File: src/rtl/sprite_overlay_n.sv
// N-channel sprite compositor: ROM addressing, latency-aligned delay,
// priority/colour-key compositing and per-frame collision latch.
//
// Ports:
//   pclk, rst (sync, active-low)
//   hcount_in/vcount_in, h/v sync/blank in, rgb_in : incoming picture
//   xpos/ypos (12b per channel), sprite_en          : sprite placement
//   rom_addr (out), rom_pixel (in)                  : per-channel ROM
//   *_out                                           : delayed timing + pixel
//   collision, frame_tick                           : per-frame overlap mask

module sprite_overlay_n #(
  parameter int          N       = 3,
  parameter int          SPR_W   = 64,
  parameter int          SPR_H   = 64,
  parameter int          ADDR_W  = 12,
  parameter int          ROM_LAT = 1,
  parameter logic [11:0] KEY     = 12'hF0F
) (
  input  logic                pclk,
  input  logic                rst,
  input  logic [11:0]         hcount_in,
  input  logic [11:0]         vcount_in,
  input  logic                hsync_in,
  input  logic                hblnk_in,
  input  logic                vsync_in,
  input  logic                vblnk_in,
  input  logic [11:0]         rgb_in,
  input  logic [N*12-1:0]     xpos,
  input  logic [N*12-1:0]     ypos,
  input  logic [N-1:0]        sprite_en,
  output logic [N*ADDR_W-1:0] rom_addr,
  input  logic [N*12-1:0]     rom_pixel,
  output logic [11:0]         hcount_out,
  output logic [11:0]         vcount_out,
  output logic                hsync_out,
  output logic                hblnk_out,
  output logic                vsync_out,
  output logic                vblnk_out,
  output logic [11:0]         rgb_out,
  output logic [N-1:0]        collision,
  output logic                frame_tick
);

  typedef struct packed {
    logic [11:0]  hc;
    logic [11:0]  vc;
    logic         hs;
    logic         hb;
    logic         vs;
    logic         vb;
    logic [11:0]  rgb;
    logic [N-1:0] act;
  } pix_t;

  logic              vblnk_d;
  logic [N*12-1:0]   sx;
  logic [N*12-1:0]   sy;
  logic [N-1:0]      sen;
  pix_t              pipe [ROM_LAT+1];
  logic [N-1:0]      acc;

  logic [N-1:0]        in_a;
  logic [N*ADDR_W-1:0] addr_a;

  // Stage A: 13-bit compares so x+SPR_W cannot wrap past 4095.
  always_comb begin
    logic [12:0]       h13;
    logic [12:0]       v13;
    logic [12:0]       x13;
    logic [12:0]       y13;
    logic [12:0]       dx;
    logic [12:0]       dy;
    logic [ADDR_W-1:0] lin;
    logic              hit;
    in_a   = '0;
    addr_a = '0;
    h13    = {1'b0, hcount_in};
    v13    = {1'b0, vcount_in};
    x13    = '0;
    y13    = '0;
    dx     = '0;
    dy     = '0;
    lin    = '0;
    hit    = 1'b0;
    for (int i = 0; i < N; i++) begin
      x13 = {1'b0, sx[12*i +: 12]};
      y13 = {1'b0, sy[12*i +: 12]};
      dx  = h13 - x13;
      dy  = v13 - y13;
      hit = (h13 >= x13) && (h13 < x13 + 13'(SPR_W)) &&
            (v13 >= y13) && (v13 < y13 + 13'(SPR_H));
      lin = ADDR_W'(dy) * ADDR_W'(SPR_W) + ADDR_W'(dx);
      in_a[i] = sen[i] & hit;
      if (in_a[i]) addr_a[ADDR_W*i +: ADDR_W] = lin;
    end
  end

  pix_t         c_in;
  logic [N-1:0] opaque;
  logic [11:0]  rgb_c;
  logic [N-1:0] hit_c;
  logic         blank_c;
  logic         multi_c;
  logic         vb_rise;

  assign c_in = pipe[ROM_LAT];

  // Stage C: lowest index wins, so scan from the top down.
  always_comb begin
    opaque = '0;
    for (int i = 0; i < N; i++) begin
      opaque[i] = c_in.act[i] && (rom_pixel[12*i +: 12] != KEY);
    end
    rgb_c = c_in.rgb;
    for (int i = N - 1; i >= 0; i--) begin
      if (opaque[i]) rgb_c = rom_pixel[12*i +: 12];
    end
    blank_c = c_in.hb | c_in.vb;
    if (blank_c) rgb_c = '0;
    multi_c = |(opaque & (opaque - N'(1)));
    hit_c   = (!blank_c && multi_c) ? opaque : '0;
    // vblnk_out holds the previous stage-C vblnk.
    vb_rise = c_in.vb & ~vblnk_out;
  end

  always_ff @(posedge pclk) begin
    if (!rst) begin
      vblnk_d    <= 1'b0;
      sx         <= '0;
      sy         <= '0;
      sen        <= '0;
      rom_addr   <= '0;
      for (int k = 0; k <= ROM_LAT; k++) pipe[k] <= '0;
      acc        <= '0;
      hcount_out <= '0;
      vcount_out <= '0;
      hsync_out  <= 1'b0;
      hblnk_out  <= 1'b0;
      vsync_out  <= 1'b0;
      vblnk_out  <= 1'b0;
      rgb_out    <= '0;
      collision  <= '0;
      frame_tick <= 1'b0;
    end else begin
      vblnk_d <= vblnk_in;
      if (vblnk_in && !vblnk_d) begin
        sx  <= xpos;
        sy  <= ypos;
        sen <= sprite_en;
      end
      rom_addr <= addr_a;
      pipe[0]  <= '{hc: hcount_in, vc: vcount_in,
                    hs: hsync_in, hb: hblnk_in,
                    vs: vsync_in, vb: vblnk_in,
                    rgb: rgb_in, act: in_a};
      for (int k = 1; k <= ROM_LAT; k++) pipe[k] <= pipe[k-1];
      hcount_out <= c_in.hc;
      vcount_out <= c_in.vc;
      hsync_out  <= c_in.hs;
      hblnk_out  <= c_in.hb;
      vsync_out  <= c_in.vs;
      vblnk_out  <= c_in.vb;
      rgb_out    <= rgb_c;
      if (vb_rise) begin
        collision  <= acc | hit_c;
        acc        <= '0;
        frame_tick <= 1'b1;
      end else begin
        acc        <= acc | hit_c;
        frame_tick <= 1'b0;
      end
    end
  end

endmodule
File: config.mk
export PLATFORM = sky130hd
export DESIGN_NAME = sprite_overlay_n
export DESIGN_NICKNAME = d
export VERILOG_FILES = /design/src/rtl/sprite_overlay_n.sv
export SDC_FILE = /design/constraint.sdc
export NUM_CORES = 1
export LEC_CHECK = 0
export BUFFER_PORTS_ARGS = -buffer_cell sky130_fd_sc_hd__buf_4
export CAP_MARGIN = 20
export CORE_MARGIN = 2
export CORE_UTILIZATION = 61
export DETAILED_ROUTE_END_ITERATION = 16
export PLACE_DENSITY = 0.87
export SETUP_SLACK_MARGIN = 0.4
export SYNTH_ARGS = -nofsm -noshare
export SYNTH_HDL_FRONTEND = slang
export SYNTH_SLANG_ARGS = --single-unit
File: constraint.sdc
create_clock -name pclk -period 5 [get_ports pclk]
set_input_delay 0.75 -clock pclk [delete_from_list [all_inputs] [get_ports pclk]]
set_output_delay 0.75 -clock pclk [all_outputs]
set_load 0.02 [all_outputs]
# == Yosys cells after proc, flatten, opt, wreduce, memory -nomap -nowiden ==
# Memories as Yosys holds them, arrays and structs flattened.
# Index checks and enable logic that the tools add are counted.
# totals
ff_bits,159
ramBits,86
output_inout_bits,80
n_memories,1
# classes
add_sub_neg,16
n_lt_le_gt_ge,12
n_eq_ne,3
n_mux,9
bitwise,11
reduce_logical,22
# memory_table
name,words,width,rd,rd_ports_with_merged_regs,wr,line_no,source
pipe,2,43,2,0,2,60,pix_t pipe [ROM_LAT+1];
# ops
op,count
43-bit two-way mux,2
12-bit by 7-bit adder with 13-bit output (second input constant),6
12-bit by 13-bit less-than comparator with 1-bit output,6
12-bit greater-or-equal comparator,6
12-bit adder,3
12-bit two-way mux,3
12-bit != test (second input constant),3
12-bit subtractor,3
6-bit subtractor,3
1-bit logical AND,14
2-bit AND reduction,3
1-bit bitwise AND,4
2-bit OR reduction,2
3-bit bitwise AND,1
1-bit two-way mux,3
3-bit two-way mux,1
1-bit bitwise OR,3
3-bit bitwise OR,1
3-bit OR reduction,1
3-bit by 1-bit subtractor with 3-bit output (second input constant),1
1-bit logical NOT,2
1-bit NOT,2

# == Logic depth before layout (Yosys ltp) ==
# logic_depth
word_depth,8
mapped_depth,15
ltp_nobuf,15

# == Least setup slack after synthesis ==
# No wires, ideal clock.
# synth_path
kind,in2reg
startpoint,input vcount_in[0]
endpoint,register rom_addr[23]
setup_ps,128
t_arrival_ps,3440
slack_ps,1432
stages,13
path_cell_list,inv_1 -> ha_1 -> fa_1 -> xor2_1 -> fa_1 -> inv_1 -> ha_1 -> and3_1 -> a221oi_1 -> a21boi_0 -> o21ai_0 -> xnor2_1 -> nor2_1
# synth_via
elab_chain_len,5
elab_cells_between_ends,8
cone_classes,add/sub: 2; order compare: 2; bitwise: 1; reduce/logical: 3
# synth_rtl
element,line_no,source
start: declaration,23,"input logic [11:0] vcount_in,"
"parallel branches: the longest is 5 deep, another holds 12-bit adder",n/a,
end signal: assignment,152,rom_addr <= addr_a;
end: declaration,32,"output logic [N*ADDR_W-1:0] rom_addr,"
# Several ways; the timed one is not identified.
# A chain may end at the register's enable or synchronous reset.

# == Worst setup path in the final report ==
# Same ends and word-level chain as after synthesis.

==> run metrics <==
run status finished clean; number of buffers created by CTS 25; Leak 7.143 nW; endpoint type of the worst setup path flip-flop; effective utilization at floorplan 62.51%; Std-Cell Rows 53; Resized cells post-CTS 0; clock sinks 244; critical path arrival 3.88 ns; met3 usage in global routing 4.127%; share of final-layout standard cells stronger than drive strength 1 17.83%; synthesized net count 1,793; type of element launching the critical path input port; Worst Hold Endpoint vcount_out[1]; Mapped Cells 1,460; minimum clock period 3.491 ns; Cell variety after synth 62; setup_tns 0 ns; CTS tree done; IO Port Bufs 232; Final Max Tran Viols 0; Cells on Worst Hold Path 1; warning count from the yosys run 0; largest cells by area after synthesis dfxtp_1 37%, ha_1 14%, fa_1 5.5%; largest net degree at the start of global routing 76; global routing usage on met2 51.02%; number of search-and-repair iterations in the first detailed-routing pass 7; smallest hold slack 0.4249 ns; number of antenna violations at the first check in global routing 0; post-synthesis average cell area 9.029 sq um; die footprint 22,800 sq um; fill count 1,426; fmax 286.4 MHz; most used flip-flop cell after synthesis dfxtp_1; final routed DRC violation total 0; number of maximum-capacitance violations 0; area share of the largest cell type after synthesis 37.05%; die height 151.0 um; post-synthesis cell area 13,180 sq um; number of buffers inserted by post-CTS setup repair 0; worst flop-to-flop path startpoint sy[12]; CTS Root Cell clkbuf_16; Clock transition at path regs 0.06 ns; remaining global-route overflow 0; All-Layer GR Usage 28.33%; maximum VDD drop 0.3049 mV; number of flops mapped to enable cells by yosys 0; routability-driven placement congestion ratio 0.9127; nets@finish 2,009; most common cell after layout, fill and taps aside dfxtp_1; Min-Delay Path Class reg -> reg; worst setup slack for register-to-register paths 1.60 ns; power density normalized to cell area 328.3 nW/um^2; mean routed wirelength per cell 16.63 um; vias 10,960; maximum fanout along the worst path 4; count of inserted antenna diode cells 0; unrepaired setup endpoints after global routing no; Post-DRT Antenna Nets 0; post-synthesis register bit count 244; post-detailed-placement half-perimeter wirelength 24.71 mm; Post-Route Utilization 76.01%; most used cells in the layout excluding fill and tap cells 244 x dfxtp_1, 236 x buf_4, 190 x nand2_1; headroom to the max-slew limit 35.35%; crit path kind in -> reg; Vias/cell 5.567; crit share post-route 69.82%; clock latency on the worst-skew pair 0.53 ns; Post-CTS Hold Buffers 0; final WL 32.74 mm; proportion of synthesized chip area in sequential cells 37.05%; count of final setup violators 0; global-route met1 utilization 34.51%; Clock Path Buffers 3; vias in the first global route 10,780; worst reg2reg path depth 12; clock skew after layout 0.01191 ns; fraction of registers with async set or reset after synthesis 0%; chip width 151.0 um; WP data required 5.39 ns; cell accounting for the most synthesized area dfxtp_1; Worst Max-Slew Pin Slew 0.9676 ns; DRT iter0 DRCs 548; synthesis-to-layout area growth 21.59%; H-tree levels 1; Final Hold Violating Endpoints 0; gr busiest metal met2; Top-Level Pins 233; Std-Cell Core Area 21,090 sq um; hold path start pipe[0][63]; wire length of the first global-routing pass 51.56 mm; endpoint of the lowest-slack register-to-register path rom_addr[23]
stage by stage:
stage | std cells | total power (W) | cell area [sq um] | worst slack, ns
after global placement | 1924 | 0.003204 | 15130 | 1.110
after global routing | 1969 | 0.005497 | 16030 | 1.262
after detailed placement | 1924 | 0.003245 | 15130 | 1.012
after CTS | 1969 | 0.005279 | 16030 | 1.573
after floorplan | 1460 | 0.002908 | 13180 | 1.432
final | 1969 | 0.005262 | 16030 | 1.509
cells by family (layout without fill, tap and decap cells):
logic type      after synthesis  count (layout)  share of synthesized area [%]
compound gates              269             269                          14.32
simple gates                509             509                          19.17
buf+inv                     186             420                          5.391
mux                          14              14                          1.072
flops                       244             244                          37.05
fa+ha+maj                   180             180                          19.13
xor+xnor                     58              58                          3.853
layout make-up:
type	count	area [sq um]	share of cell area (%)
Clock buffer	28	646.9	4.036
Clock inverter	17	252.7	1.577
Inverter	139	521.8	3.255
Multi-Input combinational cell	1030	7607	47.46
Sequential cell	244	4885	30.47
Tap cell	275	344.1	2.147
Timing Repair Buffer	236	1772	11.05
worst max-delay path, stage by stage:
cell	delay (ns)
buf_4	0.11
inv_1	0.08
ha_1	0.24
fa_1	0.42
xor2_1	0.18
fa_1	0.48
inv_1	0.04
ha_1	0.34
and3_1	0.24
a221oi_1	0.23
a21boi_0	0.36
o21ai_0	0.18
xnor2_1	0.18
nor2_1	0.05
power by group:
group / internal, W / leakage, nW / total (W) / switching, W
sequential: 0.00202 / 2.00 / 0.00207 / 0.0000475
clock: 0.00124 / 0.431 / 0.00204 / 0.000795
combinational: 0.000531 / 4.71 / 0.00116 / 0.000626
per-layer routing:
metal / share of wire [%] / up-vias
met3: 6.9 / 101
met4: 3.7 / 0
met2: 49 / 400
met1: 40 / 5143
li1: - / 5317
met5: 0 / -
worst max-delay path by stage:
| stage | start | end |
|---|---|---|
| 2_1_floorplan | vcount_in[0] | rom_addr[23] |
| 3_3_place_gp | vcount_in[0] | rom_addr[23] |
| 3_5_place_dp | vcount_in[0] | rom_addr[23] |
| 5_1_grt | vcount_in[0] | rom_addr[23] |
| 4_1_cts | vcount_in[0] | rom_addr[23] |
| 6_report | vcount_in[0] | rom_addr[23] |
sequential cells by signal, indices dropped and copies added, names as in the netlist:
register,flops
pipe,86
sx,36
sy,36
vcount_out,12
hblnk_out,1
vsync_out,1
rom_addr,36
hcount_out,12
vblnk_out,1
sen,3
collision,3
hsync_out,1
frame_tick,1
rgb_out,12
acc,3
cells in the mapped netlist (5+ instances only):
| cell type | instances |
|---|---|
| dfxtp_1 | 244 |
| nand2_1 | 190 |
| ha_1 | 144 |
| inv_1 | 139 |
| and2_1 | 114 |
| a21boi_0 | 77 |
| nor2_1 | 76 |
| a21oi_1 | 53 |
| xnor2_1 | 46 |
| clkbuf_1 | 42 |
| fa_1 | 36 |
| nand3_1 | 32 |
| o21ai_0 | 32 |
| nor2b_1 | 21 |
| a211oi_1 | 18 |
| nor3_1 | 17 |
| a21o_1 | 15 |
| mux2i_1 | 13 |
| a31oi_1 | 12 |
| xor2_1 | 12 |
| nand2b_1 | 11 |
| o211ai_1 | 10 |
| nand4b_1 | 9 |
| o21a_1 | 9 |
| nand4_1 | 8 |
| nor2_2 | 7 |
| o31ai_1 | 7 |
| and3_1 | 6 |
| a2111oi_0 | 5 |
No activity file was read; power rests on OpenSTA's default activity.
